## src/rtl/lcd_id_timing_ctrl_if.sv

```systemverilog
`default_nettype none
// ============================================================================
//  Module      : lcd_id_timing_ctrl_if
//  Description : Pin readback, rescan request and decoded panel ID / timing
//                bundle between the LCD ID sequencer and its consumers.
//  Revision    : 1.0 - initial release
// ============================================================================
interface lcd_id_timing_ctrl_if;
    logic [15:0] lcd_rgb_in;
    logic        rescan;
    logic        id_pin_oe;
    logic        id_valid;
    logic        id_err;
    logic [15:0] lcd_id;
    logic [10:0] h_disp;
    logic [10:0] v_disp;
    logic [11:0] h_total;
    logic [11:0] v_total;
    logic [1:0]  pclk_div;

    // Consumer / pin side: supplies readback and rescan, receives the ID.
    modport master (
        output lcd_rgb_in, rescan,
        input  id_pin_oe, id_valid, id_err, lcd_id,
        input  h_disp, v_disp, h_total, v_total, pclk_div
    );

    // Sequencer side.
    modport slave (
        input  lcd_rgb_in, rescan,
        output id_pin_oe, id_valid, id_err, lcd_id,
        output h_disp, v_disp, h_total, v_total, pclk_div
    );
endinterface
`default_nettype wire

```

## src/rtl/lcd_id_timing_ctrl.sv

```systemverilog
`default_nettype none
// ============================================================================
//  Module      : lcd_id_timing_ctrl
//  Description : Power-up RGB LCD panel identification. Releases the shared
//                data pins, lets them settle, votes over repeated samples of
//                the ID straps, decodes the panel and drives its timing set.
//  Revision    : 1.0 - initial release
// ============================================================================
module lcd_id_timing_ctrl #(
    parameter int SETTLE_CYC = 1000,
    parameter int SAMPLE_NUM = 8,
    parameter int SAMPLE_GAP = 16,
    parameter int MAX_TRY    = 3
) (
    input  wire logic           clk,
    input  wire logic           rst_n,
    lcd_id_timing_ctrl_if.slave bus
);

    localparam int c_WAIT_MAX = (SETTLE_CYC > SAMPLE_GAP) ? SETTLE_CYC : SAMPLE_GAP;
    localparam int c_WAIT_W   = $clog2(c_WAIT_MAX + 1);
    localparam int c_SAMP_W   = $clog2(SAMPLE_NUM + 1);
    localparam int c_TRY_W    = $clog2(MAX_TRY + 1);

    localparam logic [c_WAIT_W-1:0] c_SETTLE_LAST = c_WAIT_W'(SETTLE_CYC - 1);
    localparam logic [c_WAIT_W-1:0] c_GAP_LAST    = c_WAIT_W'(SAMPLE_GAP - 2);
    localparam logic [c_SAMP_W-1:0] c_SAMP_LAST   = c_SAMP_W'(SAMPLE_NUM - 1);
    localparam logic [c_SAMP_W-1:0] c_SAMP_FULL   = c_SAMP_W'(SAMPLE_NUM);
    localparam logic [c_TRY_W-1:0]  c_TRY_LAST    = c_TRY_W'(MAX_TRY - 1);

    // Timing sets: 4342 is also the fallback used on reset and on error.
    localparam logic [15:0] c_ID_4342 = 16'h4342;
    localparam logic [15:0] c_ID_4384 = 16'h4384;
    localparam logic [10:0] c_HD_4342 = 11'd480;
    localparam logic [10:0] c_VD_4342 = 11'd272;
    localparam logic [11:0] c_HT_4342 = 12'd525;
    localparam logic [11:0] c_VT_4342 = 12'd286;
    localparam logic [1:0]  c_PD_4342 = 2'd3;
    localparam logic [10:0] c_HD_4384 = 11'd800;
    localparam logic [10:0] c_VD_4384 = 11'd480;
    localparam logic [11:0] c_HT_4384 = 12'd1056;
    localparam logic [11:0] c_VT_4384 = 12'd525;
    localparam logic [1:0]  c_PD_4384 = 2'd1;

    typedef enum logic [2:0] {
        S_SETTLE = 3'd0,
        S_SAMPLE = 3'd1,
        S_GAP    = 3'd2,
        S_DECODE = 3'd3,
        S_DONE   = 3'd4
    } state_t;

    state_t              r_state, w_state_nxt;
    logic [c_WAIT_W-1:0] r_cnt, w_cnt_nxt;
    logic [c_SAMP_W-1:0] r_samp, w_samp_nxt;
    logic [c_TRY_W-1:0]  r_try, w_try_nxt;
    logic [2:0]          r_ref, w_ref_nxt;
    logic                r_mis, w_mis_nxt;
    logic                r_valid, w_valid_nxt;
    logic                r_oe, w_oe_nxt;
    logic                r_err, w_err_nxt;
    logic [15:0]         r_id, w_id_nxt;
    logic [10:0]         r_hd, w_hd_nxt, r_vd, w_vd_nxt;
    logic [11:0]         r_ht, w_ht_nxt, r_vt, w_vt_nxt;
    logic [1:0]          r_pd, w_pd_nxt;
    logic [2:0]          r_sync1, r_sync2;
    logic [2:0]          w_key;

    // Only the three strap bits are of interest; the rest is readback noise.
    logic w_unused;
    assign w_unused = ^bus.lcd_rgb_in;

    // Two-flop synchroniser on the strap bits, ordered {bit4, bit10, bit15}.
    always_ff @(posedge clk or negedge rst_n) begin
        if (!rst_n) begin
            r_sync1 <= '0;
            r_sync2 <= '0;
        end else begin
            r_sync1 <= {bus.lcd_rgb_in[4], bus.lcd_rgb_in[10], bus.lcd_rgb_in[15]};
            r_sync2 <= r_sync1;
        end
    end

    assign w_key = r_sync2;

    // Next-state, counter and output-register logic.
    always_comb begin
        w_state_nxt = r_state;
        w_cnt_nxt   = r_cnt;
        w_samp_nxt  = r_samp;
        w_try_nxt   = r_try;
        w_ref_nxt   = r_ref;
        w_mis_nxt   = r_mis;
        w_valid_nxt = r_valid;
        w_oe_nxt    = r_oe;
        w_err_nxt   = r_err;
        w_id_nxt    = r_id;
        w_hd_nxt    = r_hd;
        w_vd_nxt    = r_vd;
        w_ht_nxt    = r_ht;
        w_vt_nxt    = r_vt;
        w_pd_nxt    = r_pd;
        unique case (r_state)
            S_SETTLE: begin
                if (r_cnt >= c_SETTLE_LAST) begin
                    w_cnt_nxt   = '0;
                    w_state_nxt = S_SAMPLE;
                end else begin
                    w_cnt_nxt = r_cnt + 1'b1;
                end
            end
            S_SAMPLE: begin
                if (r_samp == '0) begin
                    w_ref_nxt = w_key;
                end else if (w_key != r_ref) begin
                    w_mis_nxt = 1'b1;
                end
                if (r_samp >= c_SAMP_LAST) begin
                    w_samp_nxt  = c_SAMP_FULL;
                    w_state_nxt = S_DECODE;
                end else begin
                    w_samp_nxt  = r_samp + 1'b1;
                    w_state_nxt = S_GAP;
                end
            end
            S_GAP: begin
                if (r_cnt >= c_GAP_LAST) begin
                    w_cnt_nxt   = '0;
                    w_state_nxt = S_SAMPLE;
                end else begin
                    w_cnt_nxt = r_cnt + 1'b1;
                end
            end
            S_DECODE: begin
                if (r_mis && (r_try < c_TRY_LAST)) begin
                    // Retry without re-settling; this cycle doubles as the
                    // spacing before the new attempt's first sample.
                    w_try_nxt   = r_try + 1'b1;
                    w_mis_nxt   = 1'b0;
                    w_samp_nxt  = '0;
                    w_state_nxt = S_SAMPLE;
                end else begin
                    w_valid_nxt = 1'b1;
                    w_oe_nxt    = 1'b1;
                    w_state_nxt = S_DONE;
                    if (!r_mis && (r_ref == 3'b100)) begin
                        w_err_nxt = 1'b0;
                        w_id_nxt  = c_ID_4384;
                        w_hd_nxt  = c_HD_4384;
                        w_vd_nxt  = c_VD_4384;
                        w_ht_nxt  = c_HT_4384;
                        w_vt_nxt  = c_VT_4384;
                        w_pd_nxt  = c_PD_4384;
                    end else begin
                        // Clean 000 decodes to 4342; anything else is an
                        // error that still falls back to the 4342 timing.
                        w_err_nxt = r_mis || (r_ref != 3'b000);
                        w_id_nxt  = (r_mis || (r_ref != 3'b000)) ? 16'h0000 : c_ID_4342;
                        w_hd_nxt  = c_HD_4342;
                        w_vd_nxt  = c_VD_4342;
                        w_ht_nxt  = c_HT_4342;
                        w_vt_nxt  = c_VT_4342;
                        w_pd_nxt  = c_PD_4342;
                    end
                end
            end
            S_DONE: begin
                // ID and timing stay stale until the next decode.
                if (bus.rescan) begin
                    w_valid_nxt = 1'b0;
                    w_oe_nxt    = 1'b0;
                    w_err_nxt   = 1'b0;
                    w_try_nxt   = '0;
                    w_samp_nxt  = '0;
                    w_mis_nxt   = 1'b0;
                    w_cnt_nxt   = '0;
                    w_state_nxt = S_SETTLE;
                end
            end
            default: w_state_nxt = S_SETTLE;
        endcase
    end

    // State, counters and registered outputs.
    always_ff @(posedge clk or negedge rst_n) begin
        if (!rst_n) begin
            r_state <= S_SETTLE;
            r_cnt   <= '0;
            r_samp  <= '0;
            r_try   <= '0;
            r_ref   <= '0;
            r_mis   <= 1'b0;
            r_valid <= 1'b0;
            r_oe    <= 1'b0;
            r_err   <= 1'b0;
            r_id    <= '0;
            r_hd    <= c_HD_4342;
            r_vd    <= c_VD_4342;
            r_ht    <= c_HT_4342;
            r_vt    <= c_VT_4342;
            r_pd    <= c_PD_4342;
        end else begin
            r_state <= w_state_nxt;
            r_cnt   <= w_cnt_nxt;
            r_samp  <= w_samp_nxt;
            r_try   <= w_try_nxt;
            r_ref   <= w_ref_nxt;
            r_mis   <= w_mis_nxt;
            r_valid <= w_valid_nxt;
            r_oe    <= w_oe_nxt;
            r_err   <= w_err_nxt;
            r_id    <= w_id_nxt;
            r_hd    <= w_hd_nxt;
            r_vd    <= w_vd_nxt;
            r_ht    <= w_ht_nxt;
            r_vt    <= w_vt_nxt;
            r_pd    <= w_pd_nxt;
        end
    end

    assign bus.id_pin_oe = r_oe;
    assign bus.id_valid  = r_valid;
    assign bus.id_err    = r_err;
    assign bus.lcd_id    = r_id;
    assign bus.h_disp    = r_hd;
    assign bus.v_disp    = r_vd;
    assign bus.h_total   = r_ht;
    assign bus.v_total   = r_vt;
    assign bus.pclk_div  = r_pd;

endmodule
`default_nettype wire

```

## src/flat_wrapper.sv

```systemverilog
// flat-port wrapper written by rule: the top's interface ports become plain ports
module lcd_id_timing_ctrl_flat 
#(
    parameter int SETTLE_CYC = 1000,
    parameter int SAMPLE_NUM = 8,
    parameter int SAMPLE_GAP = 16,
    parameter int MAX_TRY    = 3
)
  (clk, rst_n, bus_lcd_rgb_in, bus_rescan, bus_id_pin_oe, bus_id_valid, bus_id_err, bus_lcd_id, bus_h_disp, bus_v_disp, bus_h_total, bus_v_total, bus_pclk_div);
  lcd_id_timing_ctrl_if bus_i ();
  input  wire logic clk;
  input  wire logic rst_n;
  input wire logic [$bits(bus_i.lcd_rgb_in)-1:0] bus_lcd_rgb_in;
  input wire logic [$bits(bus_i.rescan)-1:0] bus_rescan;
  output wire logic [$bits(bus_i.id_pin_oe)-1:0] bus_id_pin_oe;
  output wire logic [$bits(bus_i.id_valid)-1:0] bus_id_valid;
  output wire logic [$bits(bus_i.id_err)-1:0] bus_id_err;
  output wire logic [$bits(bus_i.lcd_id)-1:0] bus_lcd_id;
  output wire logic [$bits(bus_i.h_disp)-1:0] bus_h_disp;
  output wire logic [$bits(bus_i.v_disp)-1:0] bus_v_disp;
  output wire logic [$bits(bus_i.h_total)-1:0] bus_h_total;
  output wire logic [$bits(bus_i.v_total)-1:0] bus_v_total;
  output wire logic [$bits(bus_i.pclk_div)-1:0] bus_pclk_div;
  assign bus_i.lcd_rgb_in = bus_lcd_rgb_in;
  assign bus_i.rescan = bus_rescan;
  assign bus_id_pin_oe = bus_i.id_pin_oe;
  assign bus_id_valid = bus_i.id_valid;
  assign bus_id_err = bus_i.id_err;
  assign bus_lcd_id = bus_i.lcd_id;
  assign bus_h_disp = bus_i.h_disp;
  assign bus_v_disp = bus_i.v_disp;
  assign bus_h_total = bus_i.h_total;
  assign bus_v_total = bus_i.v_total;
  assign bus_pclk_div = bus_i.pclk_div;
  lcd_id_timing_ctrl #(.SETTLE_CYC(SETTLE_CYC), .SAMPLE_NUM(SAMPLE_NUM), .SAMPLE_GAP(SAMPLE_GAP), .MAX_TRY(MAX_TRY)) u_core (.clk(clk), .rst_n(rst_n), .bus(bus_i));
endmodule
```

## config.mk

```make
export PLATFORM = sky130hd
export DESIGN_NAME = lcd_id_timing_ctrl_flat
export DESIGN_NICKNAME = d
export VERILOG_FILES = /design/src/rtl/lcd_id_timing_ctrl_if.sv /design/src/rtl/lcd_id_timing_ctrl.sv /design/src/flat_wrapper.sv
export SDC_FILE = /design/constraint.sdc
export NUM_CORES = 1
export LEC_CHECK = 0
export CAP_MARGIN = 10
export CORE_ASPECT_RATIO = 1.25
export CORE_MARGIN = 1.5
export CORE_UTILIZATION = 47
export DETAILED_ROUTE_END_ITERATION = 16
export GPL_TIMING_DRIVEN = 0
export HOLD_SLACK_MARGIN = 0.02
export PLACE_DENSITY = 0.84
export SLEW_MARGIN = 20
export SYNTH_ARGS = -nofsm -noshare
export SYNTH_HDL_FRONTEND = slang
export SYNTH_SLANG_ARGS = --single-unit
export TNS_END_PERCENT = 50
```

## constraint.sdc

```tcl
create_clock -name clk -period 4.05 [get_ports clk]
set_input_delay 0.6075 -clock clk [delete_from_list [all_inputs] [get_ports clk]]
set_output_delay 0.6075 -clock clk [all_outputs]
set_load 0.005 [all_outputs]
```

After elaboration in Yosys (flattened, before gate mapping)
Cells that the tools add are included.
{"block": "op_classes", "n_addsub": 3, "n_lt_le_gt_ge": 4, "n_eq_ne": 13, "n_mux": 34, "bitwise": 1, "n_reduce_logical": 18}
{"cell": "$mux W10", "count": 5}
{"cell": "$pmux W10 S3", "count": 1}
{"cell": "$mux W16", "count": 1}
{"cell": "$mux W15", "count": 1}
{"cell": "$pmux W3 S5", "count": 1}
{"cell": "$mux W3", "count": 4}
{"cell": "$mux W4", "count": 3}
{"cell": "$pmux W4 S3", "count": 1}
{"cell": "$reduce_and A3 Y1", "count": 4}
{"cell": "$mux W11", "count": 1}
{"cell": "$add A10 B1 Y10 const B", "count": 1}
{"cell": "$ge A10 B10 Y1 const B", "count": 1}
{"cell": "$ge A10 B4 Y1 const B", "count": 1}
{"cell": "$reduce_bool A3 Y1", "count": 3}
{"cell": "$mux W1", "count": 8}
{"cell": "$mux W8", "count": 1}
{"cell": "$ne A2 B1 Y1 const B", "count": 4}
{"cell": "$eq A3 B2 Y1 const B", "count": 2}
{"cell": "$eq A3 B3 Y1 const B", "count": 2}
{"cell": "$mux W2", "count": 3}
{"cell": "$ne A2 B2 Y1 const B", "count": 3}
{"cell": "$reduce_and A2 Y1", "count": 3}
{"cell": "$reduce_and A5 Y1", "count": 1}
{"cell": "$add A4 B1 Y4 const B", "count": 1}
{"cell": "other kinds (15)", "count": 17}
{"block": "totals", "register_bits": 95, "input_bits": 19, "output_inout_bits": 67, "elab_cells": 89}

Depth between registers and ports, before layout
Gate-level depths: netlist (run 1).
{"block": "depth", "word_depth": 5, "mapped_depth": 6}

Worst setup path before layout (run 1)
OpenSTA, ideal clock, no wires.
{"block": "synth_path", "path_type": "flip-flop to flip-flop", "from": "reg u_core.r_cnt[1]", "to": "reg u_core.r_cnt[4]", "setup_time_ns": 0.096, "arrival_time_ns": 1.586, "setup_slack_ns": 2.368, "path_stages_with_launch": 6, "path_cell_list": "dfrtp_1 -> ha_1 -> a211o_1 -> a32oi_4 -> nor3_4 -> nor4_2"}
{"block": "synth_via", "elab_chain_cells": 3}
{"item": "start: declaration", "line": "lcd_id_timing_ctrl.sv:54", "text": "logic [c_WAIT_W-1:0] r_cnt, w_cnt_nxt;"}
{"item": "start signal: assignment", "line": "lcd_id_timing_ctrl.sv:204", "text": "r_cnt <= w_cnt_nxt;"}
{"item": "$add A10 B1 Y10, or another cell as far along", "line": "lcd_id_timing_ctrl.sv:109, lcd_id_timing_ctrl.sv:131"}
{"item": "$mux W10, on equally long branches", "line": "lcd_id_timing_ctrl.sv:127, lcd_id_timing_ctrl.sv:105"}
{"item": "$pmux W10 S3 (*)", "line": "lcd_id_timing_ctrl.sv:103", "text": "unique case (r_state)"}
Mark *: on every way between the ends. The rest lies on a longest branch, timed or not.
A chain may end at the register's enable or synchronous reset.

==> results of run 1 <==
[logic make-up (layout without fill, tap and decap cells)]
logic type,count (synthesis),in the layout,share of synthesized area
mux,6,6,0.0293
compound gates,34,34,0.113
flops,35,35,0.403
simple gates,65,65,0.170
buf+inv,74,116,0.243
xor+xnor,4,4,0.0161
fa+ha+maj,4,4,0.0230
other cells,2,38,0.00345
[stage by stage]
step            util  total power [mW]  worst slack, ns  area, um^2
2_1_floorplan      -              1.15             2.37        2310
3_3_place_gp   0.616              1.48             1.67        2730
3_5_place_dp   0.621              1.52             1.83        2750
4_1_cts        0.641              1.78             1.86        2840
5_1_grt        0.641              1.90             1.82        2840
6_report       0.641              1.76             1.89        2840
[final timing paths]
check | start | end | slack [ns]
setup / recovery | u_core.bus.h_disp[7] | bus_v_total[1] | 1.89
hold / removal | rst_n | u_core.r_cnt[4] | 0.26
setup reg to reg | u_core.r_cnt[1] | u_core.r_cnt[4] | 2.20
hold reg to reg | u_core.r_sync1[2] | u_core.r_sync2[2] | 0.35
max in group asynchronous | rst_n | u_core.r_sync1[2] | 3.34
min in group clk | u_core.r_sync1[2] | u_core.r_sync2[2] | 0.35
[area by class of cell]
cell class / instances / area (um^2)
multi-input cells: 151 / 907
plain buffers: 66 / 498
fillers: 353 / 1590
clock inverters: 1 / 5.00
well taps: 58 / 72.6
flip-flops and latches: 35 / 877
inverters: 8 / 30.0
repair buffers: 35 / 363
clock buffers: 6 / 82.6
[power groups by stage]
stage	registers, mW	clock network (mW)	logic, mW
floorplan	0.551	0	0.595
global placement	0.565	0	0.913
global route	0.585	0.273	1.04
finish	0.565	0.248	0.948
detailed placement	0.572	0	0.946
CTS	0.565	0.257	0.955
[synth_stat cells, drive strengths merged]
cell,instances,area [um^2]
a21o,3,22.5
dfstp,1,26.3
ha,4,50.1
nand3,5,25.0
nand4,5,31.3
a2111oi,1,8.76
buf,66,498
nand4bb,1,11.3
mux2,3,33.8
nor3b,1,18.8
o21ai,7,35.0
and4,1,8.76
nor2,16,60.1
a31oi,5,31.3
mux2i,3,30.0
nand2b,3,26.3
nor2b,1,6.26
a211o,1,8.76
dfrtp,34,851
xnor2,3,26.3
o211ai,1,7.51
o2111a,1,11.3
and3,4,25.0
nand3b,1,7.51
or2,1,6.26
conb,2,7.51
nand2,12,45.0
nor3,10,61.3
a211oi,2,15.0
a32oi,1,27.5
and2,1,6.26
a21boi,1,7.51
inv,8,30.0
a22o,1,8.76
and3b,1,8.76
xor2,1,8.76
o31ai,3,22.5
nor4,1,12.5
nor4b,1,8.76
a32o,1,10.0
a21oi,6,30.0
[critical path, cell delays in order, from the launching register on]
cell             delay [ns]
dfstp_2                0.63
buf_4                  0.14
clkdlybuf4s50_1        0.50
[metal layers]
metal	vias to the layer above	global-route usage	wire length [um]
met5	-	0	0
met1	778	0.176	1530
met3	7	0.0354	247
met2	60	0.293	2110
li1	821	-	-
met4	0	0.0717	76
[flip-flops by register name, summed over array words and instances, names as in the netlist]
name	count
u_core.bus.h_disp	1
u_core.bus.id_err	1
u_core.bus.id_valid	1
u_core.bus.lcd_id	3
u_core.r_cnt	10
u_core.r_mis	1
u_core.r_ref	3
u_core.r_samp	4
u_core.r_state	3
u_core.r_sync1	3
u_core.r_sync2	3
u_core.r_try	2
==> flow_summary_export.csv, run 1 <==
group,metric,value,unit
power,internal_power,1.16,mW
setup_path,start_kind,"flop",
sta,hold_viol_final,0,
yosys,synthCells,224,
power,powerDensity,621,nW/um^2
setup_path,crit_arrival,1.55,ns
sta,hold_ws,0.264,ns
power,p_sw_frac,0.343,
clocking,cts_max_path_buffers,2,
layout,num_antenna_cells,0,
clocking,clk_pin_slew,0.07,ns
die,die_h,79.1,um
sta,fmax,463,MHz
die,ios,86,
drt,ant_nets,0,
sta,setup_tns,0,ns
yosys,syn_area,2180,um^2
clocking,cts_root_buffer,"clkbuf_8",
yosys,ys_seq_area_frac,0.403,
power,ir_worst_vdd,0.000255,V
global_route,grt_antenna_before_repair,0,
clocking,cts_tree,"yes",
sta,drv_slew,0,
yosys,yosysWarnings,0,
setup_path,critPathKind,"reg -> out",
place,dp_hpwl,3030,um
setup_path,cp_data_required_time,3.44,ns
sta,slew_headroom,0.580,
layout,layout-drive-gt1-share,0.281,
sta,fin_crit_sh,0.534,
yosys,syn_area_per_cell,9.72,um^2
die,die_area,5050,um^2
sta,clock-skew-final,0.00613,ns
place,portBuffers,34,
global_route,groute.usage.overall,0.161,
drt,vias_per_cell,4.63,
setup_path,r2r_cells,5,
place,dp_cells,353,
die,core,4430,um^2
sta,setup_viol,0,
setup_path,path_max_fanout,12,
place,gp_congestion,0.844,
layout,syn_to_final_growth,30.2,%
global_route,grt_pass1_wl,6390,um
power,p_leak,1.43,nW
die,initial_core_util,0.492,
sta,grt_setup_unrepaired,"false",
global_route,grt_overflow,0,
clocking,holdBufCountCts,0,
drt,wl,3970,um
clocking,postCtsResizedCells,0,
clocking,numCtsBuffers,5,
power,p_clk_frac,0.141,
setup_path,cp-end-kind,"output port",
drt,vias,1666,
min_path,hp-class,"in -> async",
power,p_switching,0.604,mW
layout,instances_no_fill,360,
power,power_frac_comb,0.538,
global_route,grt_pass1_vias,1443,
clocking,post_cts_buffers,0,
sta,timing_worst_slew_pin_value,0.615,ns
clocking,htreeDepth,2,
layout,final_common_cell,"buf_4",
clocking,clk_latency,0.29,ns
drt,routedWlPerCell,11.0,um
drt,first_iter_violations,56,
clocking,numClockSinks,35,
sta,min_period,2.16,ns
power,p_seq_frac,0.321,
job,maxCapViolations,0,
drt,drt-pass1-iter-count,4,
die,die_x,63.9,um
outcome,status,"finished, final reports clean",
drt,drc,0,
layout,most-common-layout-cells,"62 x buf_4, 38 x conb_1, 34 x dfrtp_1",
global_route,grt_max_degree,19,
layout,fin_nets,325,
yosys,synth_seq_cells,35,
die,num_rows,27,
yosys,synth.distinct_cells,45,
No activity file was read; power rests on OpenSTA's default activity.
==> inputs of run 2 (changes only) <==
CORE_UTILIZATION = 40   (was 47)
PLACE_DENSITY = 0.76   (was 0.84)
clock period = 1.9 ns   (was 4.05 ns; I/O delays follow)
==> run 2 against run 1 <==
  * Worst hold slack better by 0.086 ns
  * Sequential share of layout area is 0.35 points lower
  * Utilization is 8.3 points lower
  * Critical endpoint is now bus_v_disp[4]
==> flow_summary_export.csv, run 2 (same netlist as run 1, synthesis figures left out) <==
group,metric,value,unit
place,dp_cells,357,
global_route,grt_pass1_vias,1437,
sta,setup_viol,0,
power,ir_worst_vdd,0.000525,V
die,die_x,69.0,um
drt,routedWlPerCell,10.5,um
clocking,numCtsBuffers,5,
die,core,5150,um^2
die,num_rows,29,
layout,num_antenna_cells,0,
layout,most-common-layout-cells,"64 x buf_4, 38 x conb_1, 33 x dfrtp_1",
die,initial_core_util,0.423,
place,place_area,2750,um^2
min_path,hp-class,"reg -> reg",
setup_path,critPathKind,"reg -> out",
drt,wl,3840,um
setup_path,reg2reg_slack,0.14,ns
layout,fin_area,2870,um^2
layout,regMostFlops,"u_core.r_cnt",
setup_path,endpoint,"bus_v_disp[4]",
sta,grt_setup_unrepaired,"true",
setup_path,start_kind,"flop",
layout,fin_nets,326,
outcome,status,"finished, final reports clean",
sta,fmax,546,MHz
global_route,grt_overflow,0,
power,powerDensity,1360,nW/um^2
layout,largest_register_ffs,10,
layout,instances_no_fill,366,
sta,setup_tns,0,ns
layout,syn_to_final_growth,31.9,%
setup_path,timing.critical_path.from,"u_core.bus.h_disp[7]",
sta,timing_worst_slew_pin_value,0.611,ns
layout,n_fill_cell,487,
layout,final_common_cell,"buf_4",
sta,min_period,1.83,ns
global_route,grt_antenna_before_repair,0,
drt,vias,1603,
global_route,groute.usage.overall,0.142,
place,gp_congestion,0.805,
clocking,cts_max_path_buffers,2,
global_route,grt_pass1_wl,6280,um
sta,slew_headroom,0.582,
setup_path,path_max_fanout,12,
sta,hold_viol_final,0,
setup_path,crit_arrival,1.55,ns
drt,ant_nets,0,
clocking,cts_root_buffer,"clkbuf_8",
sta,fin_crit_sh,0.964,
power,p_leak,1.44,nW
layout,fin_util,0.557,
sta,drv_slew,0,
clocking,cts_tree,"yes",
die,die_area,5900,um^2
die,die_h,85.5,um
layout,top_regs,"u_core.r_cnt: 10 flops, u_core.r_samp: 4 flops",
clocking,numClockSinks,35,
clocking,clk_latency,0.29,ns
setup_path,r2r_cells,5,
layout,layout-drive-gt1-share,0.296,
setup_path,cp_data_required_time,1.62,ns
clocking,htreeDepth,2,
power,p_total,3.89,mW
drt,drc,0,
place,dp_hpwl,2980,um
place,portBuffers,34,
drt,first_iter_violations,75,
drt,drt-pass1-iter-count,4,
setup_path,reg2reg_to,"u_core.r_cnt[4]",
setup_path,cp-end-kind,"output port",
setup_path,rr_startpoint,"u_core.r_cnt[0]",
drt,vias_per_cell,4.38,
sta,clock-skew-final,0.00360,ns
die,ios,86,
global_route,grt_max_degree,26,
job,maxCapViolations,0,
clocking,clk_pin_slew,0.07,ns
## run 2: final cells by class
cell class              instances  area [um^2]  share of cell area
plain buffers                  66          498               0.173
flip-flops and latches         35          878               0.306
repair buffers                 36          360               0.125
clock inverters                 2         35.0              0.0122
clock buffers                   6         82.6              0.0288
inverters                       8         30.0              0.0105
multi-input cells             151          910               0.317
well taps                      62         77.6              0.0270
## run 2: metrics by stage
step	setup WS (ns)	hold WS (ns)
CTS	0.0426	0.352
finish	0.0684	0.351
global route	-0.0112	0.364
floorplan	0.218	-0.0106
global placement	-0.195	0.332
detailed placement	0.00845	0.184
## run 2: routing by layer
metal / vias to the layer above / track usage / part of all wire
met5: - / 0 / 0
met4: 0 / 0.0731 / 0.021
met3: 6 / 0.0332 / 0.066
met2: 50 / 0.248 / 0.52
met1: 719 / 0.154 / 0.39
li1: 828 / - / -
## run 2: worst min path at each step
stage / startpoint / end / slack, ns / depth (start not counted)
floorplan: rst_n / u_core.bus.id_err / -0.01 / 0
global placement: u_core.r_sync1[2] / u_core.r_sync2[2] / 0.33 / 0
detailed placement: rst_n / u_core.r_cnt[8] / 0.18 / 1
CTS: u_core.r_sync1[1] / u_core.r_sync2[1] / 0.35 / 0
global route: u_core.r_sync1[2] / u_core.r_sync2[2] / 0.36 / 0
finish: u_core.r_sync1[1] / u_core.r_sync2[1] / 0.35 / 0
## run 2: worst max-delay path, stage by stage, from the launching register on
cell,delay (ns)
dfstp_2,0.63
buf_4,0.13
clkdlybuf4s50_1,0.49
## run 2: timing repair
action	in CTS	in global routing
endpoints found under the setup margin	0	10
gates resized for setup	0	4
setup buffers	0	0
hold endpoints to repair	10	0
hold buffers	1	0
## run 2: report_power, final
group	internal (mW)	total (mW)	switching, mW
logic	1.20	2.00	0.804
clock network	0.424	0.683	0.258
registers	0.979	1.21	0.230
total	2.60	3.89	1.29
